==> src/rtl/fifo_exerciser_pkg.sv <==
// Shared types and command bytes for the UART-driven FIFO exerciser.
package fifo_exerciser_pkg;

  localparam logic [7:0] CMD_FILL_ALL = 8'h77;  // 'w'
  localparam logic [7:0] CMD_FILL_N   = 8'h6E;  // 'n'
  localparam logic [7:0] CMD_DRAIN    = 8'h72;  // 'r'
  localparam logic [7:0] CMD_CHECK    = 8'h63;  // 'c'
  localparam logic [7:0] CMD_MODE     = 8'h6D;  // 'm'

  typedef enum logic [2:0] {
    ST_IDLE,
    ST_GET_ARG,
    ST_FILL_ALL,
    ST_FILL_N,
    ST_DRAIN,
    ST_CHECK,
    ST_REPORT
  } state_e;

  typedef enum logic {PAT_COUNTER, PAT_LFSR} pat_mode_e;

  typedef enum logic {ARG_COUNT, ARG_MODE} arg_kind_e;

endpackage

==> src/rtl/fifo_pattern_gen.sv <==
// Counter / Galois-LFSR pattern source shared by the fill and check paths.
module fifo_pattern_gen
  import fifo_exerciser_pkg::*;
#(
  parameter int                   DATA_BITS = 8,
  parameter logic [DATA_BITS-1:0] LFSR_TAPS = 'hB8,
  parameter logic [DATA_BITS-1:0] LFSR_SEED = 1
) (
  input  logic                 clk_in,
  input  logic                 n_rst,
  input  logic                 load,
  input  logic                 adv,
  input  pat_mode_e            mode,
  output logic [DATA_BITS-1:0] pat
);

  // An all-zero LFSR would lock up, so a zero seed is promoted to 1.
  localparam logic [DATA_BITS-1:0] SEED =
    (LFSR_SEED == '0) ? DATA_BITS'(1) : LFSR_SEED;

  logic [DATA_BITS-1:0] pat_q, pat_d;

  always_comb begin
    pat_d = pat_q;
    if (load) begin
      pat_d = (mode == PAT_LFSR) ? SEED : '0;
    end else if (adv) begin
      if (mode == PAT_LFSR) pat_d = (pat_q >> 1) ^ (pat_q[0] ? LFSR_TAPS : '0);
      else                  pat_d = pat_q + DATA_BITS'(1);
    end
  end

  always_ff @(posedge clk_in or negedge n_rst) begin
    if (!n_rst) pat_q <= '0;
    else        pat_q <= pat_d;
  end

  assign pat = pat_q;

endmodule

==> src/rtl/fifo_exerciser.sv <==
// Command FSM that fills, drains and self-checks a show-ahead FIFO from UART bytes.
//   state     | meaning
//   IDLE      | waiting for a command byte
//   GET_ARG   | waiting for the argument of 'n' or 'm'
//   FILL_ALL  | writing pattern until full
//   FILL_N    | writing pattern for the remaining count or until full
//   DRAIN     | popping words out to the UART as it becomes ready
//   CHECK     | popping words and comparing against the regenerated pattern
//   REPORT    | sending err_count once the UART is ready
module fifo_exerciser
  import fifo_exerciser_pkg::*;
#(
  parameter int                   DATA_BITS = 8,
  parameter int                   CNT_BITS  = 8,
  parameter logic [DATA_BITS-1:0] LFSR_TAPS = 'hB8,
  parameter logic [DATA_BITS-1:0] LFSR_SEED = 1
) (
  input  logic                 clk_in,
  input  logic                 n_rst,
  input  logic                 uart_rx_valid_in,
  input  logic [7:0]           uart_rx_data_in,
  input  logic                 uart_tx_ready_in,
  output logic                 uart_tx_en,
  output logic [7:0]           uart_tx_data_out,
  input  logic                 fifo_full_in,
  input  logic                 fifo_empty_in,
  input  logic [DATA_BITS-1:0] fifo_rd_data_in,
  output logic                 fifo_wr_en,
  output logic [DATA_BITS-1:0] fifo_wr_data_out,
  output logic                 fifo_rd_en,
  output logic                 busy,
  output logic                 cmd_drop,
  output logic [7:0]           err_count
);

  localparam int RB = (DATA_BITS < 8) ? DATA_BITS : 8;

  state_e              state_q, state_d;
  pat_mode_e           mode_q, mode_d;
  arg_kind_e           arg_q, arg_d;
  logic [CNT_BITS-1:0] rem_q, rem_d;
  logic [7:0]          err_q, err_d;
  logic                pat_load, pat_adv;
  logic [DATA_BITS-1:0] pat;
  logic [7:0]          rd_byte;
  logic                cmd_known;

  assign rd_byte   = 8'(fifo_rd_data_in[RB-1:0]);
  assign cmd_known = uart_rx_data_in inside {CMD_FILL_ALL, CMD_FILL_N, CMD_DRAIN,
                                             CMD_CHECK, CMD_MODE};
  assign pat_adv   = fifo_wr_en || (state_q == ST_CHECK && fifo_rd_en);

  fifo_pattern_gen #(
    .DATA_BITS (DATA_BITS),
    .LFSR_TAPS (LFSR_TAPS),
    .LFSR_SEED (LFSR_SEED)
  ) u_pat (
    .clk_in (clk_in),
    .n_rst  (n_rst),
    .load   (pat_load),
    .adv    (pat_adv),
    .mode   (mode_q),
    .pat    (pat)
  );

  always_ff @(posedge clk_in or negedge n_rst) begin
    if (!n_rst) begin
      state_q <= ST_IDLE;
      mode_q  <= PAT_COUNTER;
      arg_q   <= ARG_COUNT;
      rem_q   <= '0;
      err_q   <= '0;
    end else begin
      state_q <= state_d;
      mode_q  <= mode_d;
      arg_q   <= arg_d;
      rem_q   <= rem_d;
      err_q   <= err_d;
    end
  end

  always_comb begin
    state_d  = state_q;
    mode_d   = mode_q;
    arg_d    = arg_q;
    rem_d    = rem_q;
    err_d    = err_q;
    pat_load = 1'b0;
    unique case (state_q)
      ST_IDLE: if (uart_rx_valid_in) begin
        unique case (uart_rx_data_in)
          CMD_FILL_ALL: begin state_d = ST_FILL_ALL; pat_load = 1'b1; end
          CMD_FILL_N:   begin state_d = ST_GET_ARG;  arg_d = ARG_COUNT; end
          CMD_DRAIN:    state_d = ST_DRAIN;
          CMD_CHECK:    begin state_d = ST_CHECK; pat_load = 1'b1; err_d = '0; end
          CMD_MODE:     begin state_d = ST_GET_ARG;  arg_d = ARG_MODE; end
          default:      ;
        endcase
      end
      ST_GET_ARG: if (uart_rx_valid_in) begin
        if (arg_q == ARG_MODE) begin
          mode_d  = pat_mode_e'(uart_rx_data_in[0]);
          state_d = ST_IDLE;
        end else begin
          rem_d = uart_rx_data_in[CNT_BITS-1:0];
          if (uart_rx_data_in[CNT_BITS-1:0] == '0) begin
            state_d = ST_IDLE;
          end else begin
            state_d  = ST_FILL_N;
            pat_load = 1'b1;
          end
        end
      end
      ST_FILL_ALL: if (fifo_full_in) state_d = ST_IDLE;
      ST_FILL_N: begin
        if (fifo_full_in) begin
          state_d = ST_IDLE;
        end else begin
          rem_d = rem_q - CNT_BITS'(1);
          if (rem_q == CNT_BITS'(1)) state_d = ST_IDLE;
        end
      end
      ST_DRAIN: if (fifo_empty_in) state_d = ST_IDLE;
      ST_CHECK: begin
        if (fifo_empty_in) state_d = ST_REPORT;
        else if (fifo_rd_data_in != pat && err_q != 8'hFF) err_d = err_q + 8'd1;
      end
      ST_REPORT: if (uart_tx_ready_in) state_d = ST_IDLE;
      default: state_d = ST_IDLE;
    endcase
  end

  always_comb begin
    uart_tx_en       = 1'b0;
    uart_tx_data_out = '0;
    fifo_wr_en       = 1'b0;
    fifo_wr_data_out = '0;
    fifo_rd_en       = 1'b0;
    busy             = (state_q != ST_IDLE);
    cmd_drop         = 1'b0;
    if (uart_rx_valid_in) begin
      if (state_q == ST_IDLE)          cmd_drop = !cmd_known;
      else if (state_q != ST_GET_ARG)  cmd_drop = 1'b1;
    end
    unique case (state_q)
      ST_FILL_ALL, ST_FILL_N: if (!fifo_full_in) begin
        fifo_wr_en       = 1'b1;
        fifo_wr_data_out = pat;
      end
      ST_DRAIN: if (!fifo_empty_in && uart_tx_ready_in) begin
        fifo_rd_en       = 1'b1;
        uart_tx_en       = 1'b1;
        uart_tx_data_out = rd_byte;
      end
      ST_CHECK: fifo_rd_en = !fifo_empty_in;
      ST_REPORT: if (uart_tx_ready_in) begin
        uart_tx_en       = 1'b1;
        uart_tx_data_out = err_q;
      end
      default: ;
    endcase
  end

  assign err_count = err_q;

endmodule

==> config.mk <==
export PLATFORM = sky130hd
export DESIGN_NAME = fifo_exerciser
export DESIGN_NICKNAME = d
export VERILOG_FILES = /design/src/rtl/fifo_exerciser_pkg.sv /design/src/rtl/fifo_pattern_gen.sv /design/src/rtl/fifo_exerciser.sv
export SDC_FILE = /design/constraint.sdc
export NUM_CORES = 1
export LEC_CHECK = 0
export BUFFER_PORTS_ARGS = -buffer_cell sky130_fd_sc_hd__buf_2
export CAP_MARGIN = 20
export CELL_PAD_IN_SITES_DETAIL_PLACEMENT = 1
export CELL_PAD_IN_SITES_GLOBAL_PLACEMENT = 1
export CORE_ASPECT_RATIO = 1.75
export CORE_MARGIN = 3
export CORE_UTILIZATION = 41
export DETAILED_ROUTE_END_ITERATION = 12
export PLACE_DENSITY_LB_ADDON = 0.1
export SYNTH_ARGS = -nofsm -noshare
export SYNTH_HDL_FRONTEND = slang
export SYNTH_SLANG_ARGS = --single-unit
==> constraint.sdc <==
create_clock -name clk_in -period 2.8 [get_ports clk_in]
set_clock_uncertainty 0.15 [all_clocks]
set_input_delay 0.14 -clock clk_in [delete_from_list [all_inputs] [get_ports clk_in]]
set_output_delay 0.14 -clock clk_in [all_outputs]
set_load 0.02 [all_outputs]
==> out/metrics.cfg <==
[yosys]
synthesis_stage_register_bit_count=29
yosysSeqAreaShare_pct=29.28
yosys_top_cell_area_share_pct=29.28
synthesis.area_per_instance_um2=8.127
synth_area_leader_cell=sky130_fd_sc_hd__dfrtp_1
yosysWarningCount=0
syn-instance-count=305
synthesis.area_mm2=0.002479
synth.distinct_cells=64
synth_edf_count=0
synth_common_cells=sky130_fd_sc_hd__dfrtp_1 (29), sky130_fd_sc_hd__nor2_1 (22), sky130_fd_sc_hd__a21oi_1 (20), sky130_fd_sc_hd__nand2_1 (19), sky130_fd_sc_hd__o21ai_0 (16)
synthesis.nets=331
synthTopCellsByArea=sky130_fd_sc_hd__dfrtp_1 (29%), sky130_fd_sc_hd__a22o_1 (4.6%), sky130_fd_sc_hd__xor2_1 (4.6%)
synth.most_common_cell=sky130_fd_sc_hd__dfrtp_1
dominantRegCellSynth=sky130_fd_sc_hd__dfrtp_1
ys_async_sr_fraction_pct=100.0

[route]
antenna_violating_nets_post_route=0
post_route_drc=0
first_pass_iters=4
routed_wire_per_std_cell_um=18.72
detailedRoute.firstIterationViolations=92
avgViaCountPerCell=5.981
routed-via-count=2530
finalWirelength_mm=7.920

[finish]
fin_nets=373
multi_input_comb_area_mm2=0.001593
final_cell_area_mm2=0.002869
layout_cell_share_with_drive_strength_beyond_1_pct=23.34
area_grow_syn2layout_pct=15.75
regArea_um2=725.7
n_fill_cell=738
antenna_cells_inserted=0
layoutNonFillerInstCount=423

[sta]
finalCritPeriodShare_pct=82.35
worstMarginPinSlew_ns=0.7261
final_hold_violation_count=0
final_max_slew_viol_count=0
period_needed_ns=2.306
maxSlewHeadroom_pct=51.59
fin_tns_setup_ns=0
timing.fmax_ghz=0.4337
report.final.setup_viol=0
setup_repair_after_global_routing_missed_its_margin=no

[global_route]
overflow=0
initial_antenna_violation_count=0
grt_first_pass_wirelength_mm=12.82
routing_usage_on_met1_pct=25.60
pin_count_of_the_biggest_net_entering_global_routing=30
groute.usage.overall_pct=23.23
grtUsageMet3_pct=3.093
top_usage_layer=met2
globalRouteMet2Util_pct=45.05
number_of_global_route_vias_before_repair=2549

[power]
irDropWorstVdd_mv=0.4579
power.density_mw_per_mm2=595.7
p_leak_nw=1.345

[floorplan]
die_outline_area_mm2=0.007051
die_h_um=108.9
fp.dieW_um=64.78
floorplan.initialDensity_pct=43.33
fp.coreArea_mm2=0.005720
ioPinCount=51
rows=36

[worst_setup_path]
critical_path_required_ns=2.82
crit_path_cell_trace=or3b_4 > a311oi_2 > o211ai_1 > a22o_1 > o2bb2ai_1
timing.critical_path.arrival_ns=2.33
timing.critical_path.max_delay_family=compound AO/OA/AOI/OAI gates
critical-path-slowest-cell=sky130_fd_sc_hd__dfrtp_1
cp-end-kind=flip-flop
critical_path.max_stage_delay_ns=0.52
worst_setup_start_kind=flip-flop
crit_path_max_fanout=15
cp.buffers_inverters=0
path_class=reg2reg

[cts]
cts_sinks=29
path_clk_slew_ns=0.07
cts_inserted_buffers=5
h-tree-depth=2
clock_path_buffers=2
cts_setup_buffers=0
clock_tree_from_tritoncts=done
cts-root-buf=sky130_fd_sc_hd__clkbuf_8
clock_latency_ns=0.28
hold_buffers=1
cts.repair.resized=0

[hold_path]
hold_path_class=in2reg

[status]
run_status=complete, no violations

[place]
globalplace.congestion=0.8011
placed_area_mm2=0.002773
detail_placement_hpwl_mm=6.090
placed_cells=415
port_buffers=50

[run]
drv_cap=0

## where the power goes
group          switching (mW)  internal (mW)
logic                   0.383          0.278
clock network           0.165          0.195
registers               0.173          0.515
## worst reg2reg max path, stage by stage, from the launching register on
cell	delay [ns]
sky130_fd_sc_hd__dfrtp_1	0.52
sky130_fd_sc_hd__or3b_4	0.47
sky130_fd_sc_hd__a311oi_2	0.41
sky130_fd_sc_hd__o211ai_1	0.26
sky130_fd_sc_hd__a22o_1	0.28
sky130_fd_sc_hd__o2bb2ai_1	0.11
## routing by layer
| metal | up-vias | part of all wire [%] | routed length [um] |
|---|---|---|---|
| li1 | 1211 | - | - |
| met1 | 1245 | 39 | 3104 |
| met2 | 62 | 55 | 4379 |
| met3 | 12 | 3.9 | 310 |
| met4 | 0 | 1.6 | 126 |
| met5 | - | 0 | 0 |
## area by class of cell
| cell class | instances | area share [%] |
|---|---|---|
| clock buffer | 7 | 3.009 |
| timing repair buffer | 60 | 11.43 |
| multi-input combinational | 240 | 55.52 |
| tap | 76 | 3.314 |
| inverter | 11 | 1.439 |
| sequential | 29 | 25.29 |
## cells in the final DEF, fill, tap and decap left out, types with 4 or more instances in the layout
cell                       netlist  routed
sky130_fd_sc_hd__a21o_1          4       4
sky130_fd_sc_hd__a21oi_1        20      20
sky130_fd_sc_hd__a22o_1         13      13
sky130_fd_sc_hd__a31o_2          4       4
sky130_fd_sc_hd__a31oi_1         4       4
sky130_fd_sc_hd__and2_1         12      12
sky130_fd_sc_hd__and3_1          4       4
sky130_fd_sc_hd__buf_2          11      50
sky130_fd_sc_hd__buf_4           1       9
sky130_fd_sc_hd__clkbuf_8        0       6
sky130_fd_sc_hd__dfrtp_1        29      29
sky130_fd_sc_hd__ha_1            4       4
sky130_fd_sc_hd__inv_1          11      11
sky130_fd_sc_hd__nand2_1        19      19
sky130_fd_sc_hd__nand2b_1        6       6
sky130_fd_sc_hd__nand3_1        10      10
sky130_fd_sc_hd__nor2_1         22      22
sky130_fd_sc_hd__nor2b_1         4       4
sky130_fd_sc_hd__nor3_1         12      12
sky130_fd_sc_hd__nor4_1          4       4
sky130_fd_sc_hd__o21ai_0        16      16
sky130_fd_sc_hd__o31ai_1         4       4
sky130_fd_sc_hd__xor2_1         13      13
## logic make-up (layout without fill, tap and decap cells)
group           after synthesis  after routing  synth area share [%]
simple gates                120            120                 27.36
compound gates               98             98                 28.17
buf+inv                      36             78                 6.461
flops                        29             29                 29.28
xor+xnor                     14             14                 4.947
fa+ha+maj                     4              4                 2.019
mux                           4              4                 1.767
## per-stage QoR
stage	utilization [%]	total power [mW]	hold slack, ns	setup WS [ns]
3_3_place_gp	48.47	1.329	0.08152	0.5943
5_1_grt	50.15	1.844	0.1012	0.4060
4_1_cts	50.15	1.722	0.07308	0.5018
2_1_floorplan	-	1.126	-0.3056	0.6810
3_5_place_dp	48.47	1.357	0.08294	0.5264
6_report	50.15	1.709	0.08245	0.4942
## final timing paths
| check | start | to | slack (ns) | depth (start not counted) |
|---|---|---|---|---|
| worst max-delay path | state_q[1] | u_pat.pat[4] | 0.49 | 5 |
| worst min-delay path | uart_rx_data_in[7] | rem_q[7] | 0.08 | 3 |
| worst max register to register | state_q[1] | u_pat.pat[4] | 0.49 | 5 |
| worst min register to register | rem_q[1] | rem_q[1] | 0.35 | 2 |
| max in group asynchronous | n_rst | u_pat.pat[6] | 1.73 | 2 |
| min in group asynchronous | n_rst | arg_q | 0.30 | 2 |
## sequential cells by signal (all words and copies together) (netlist names)
| signal | flops |
|---|---|
| u_pat.pat | 8 |
| mode_q | 1 |
| arg_q | 1 |
| err_count | 8 |
| state_q | 3 |
| rem_q | 8 |
(Power assumes the default switching activity.)
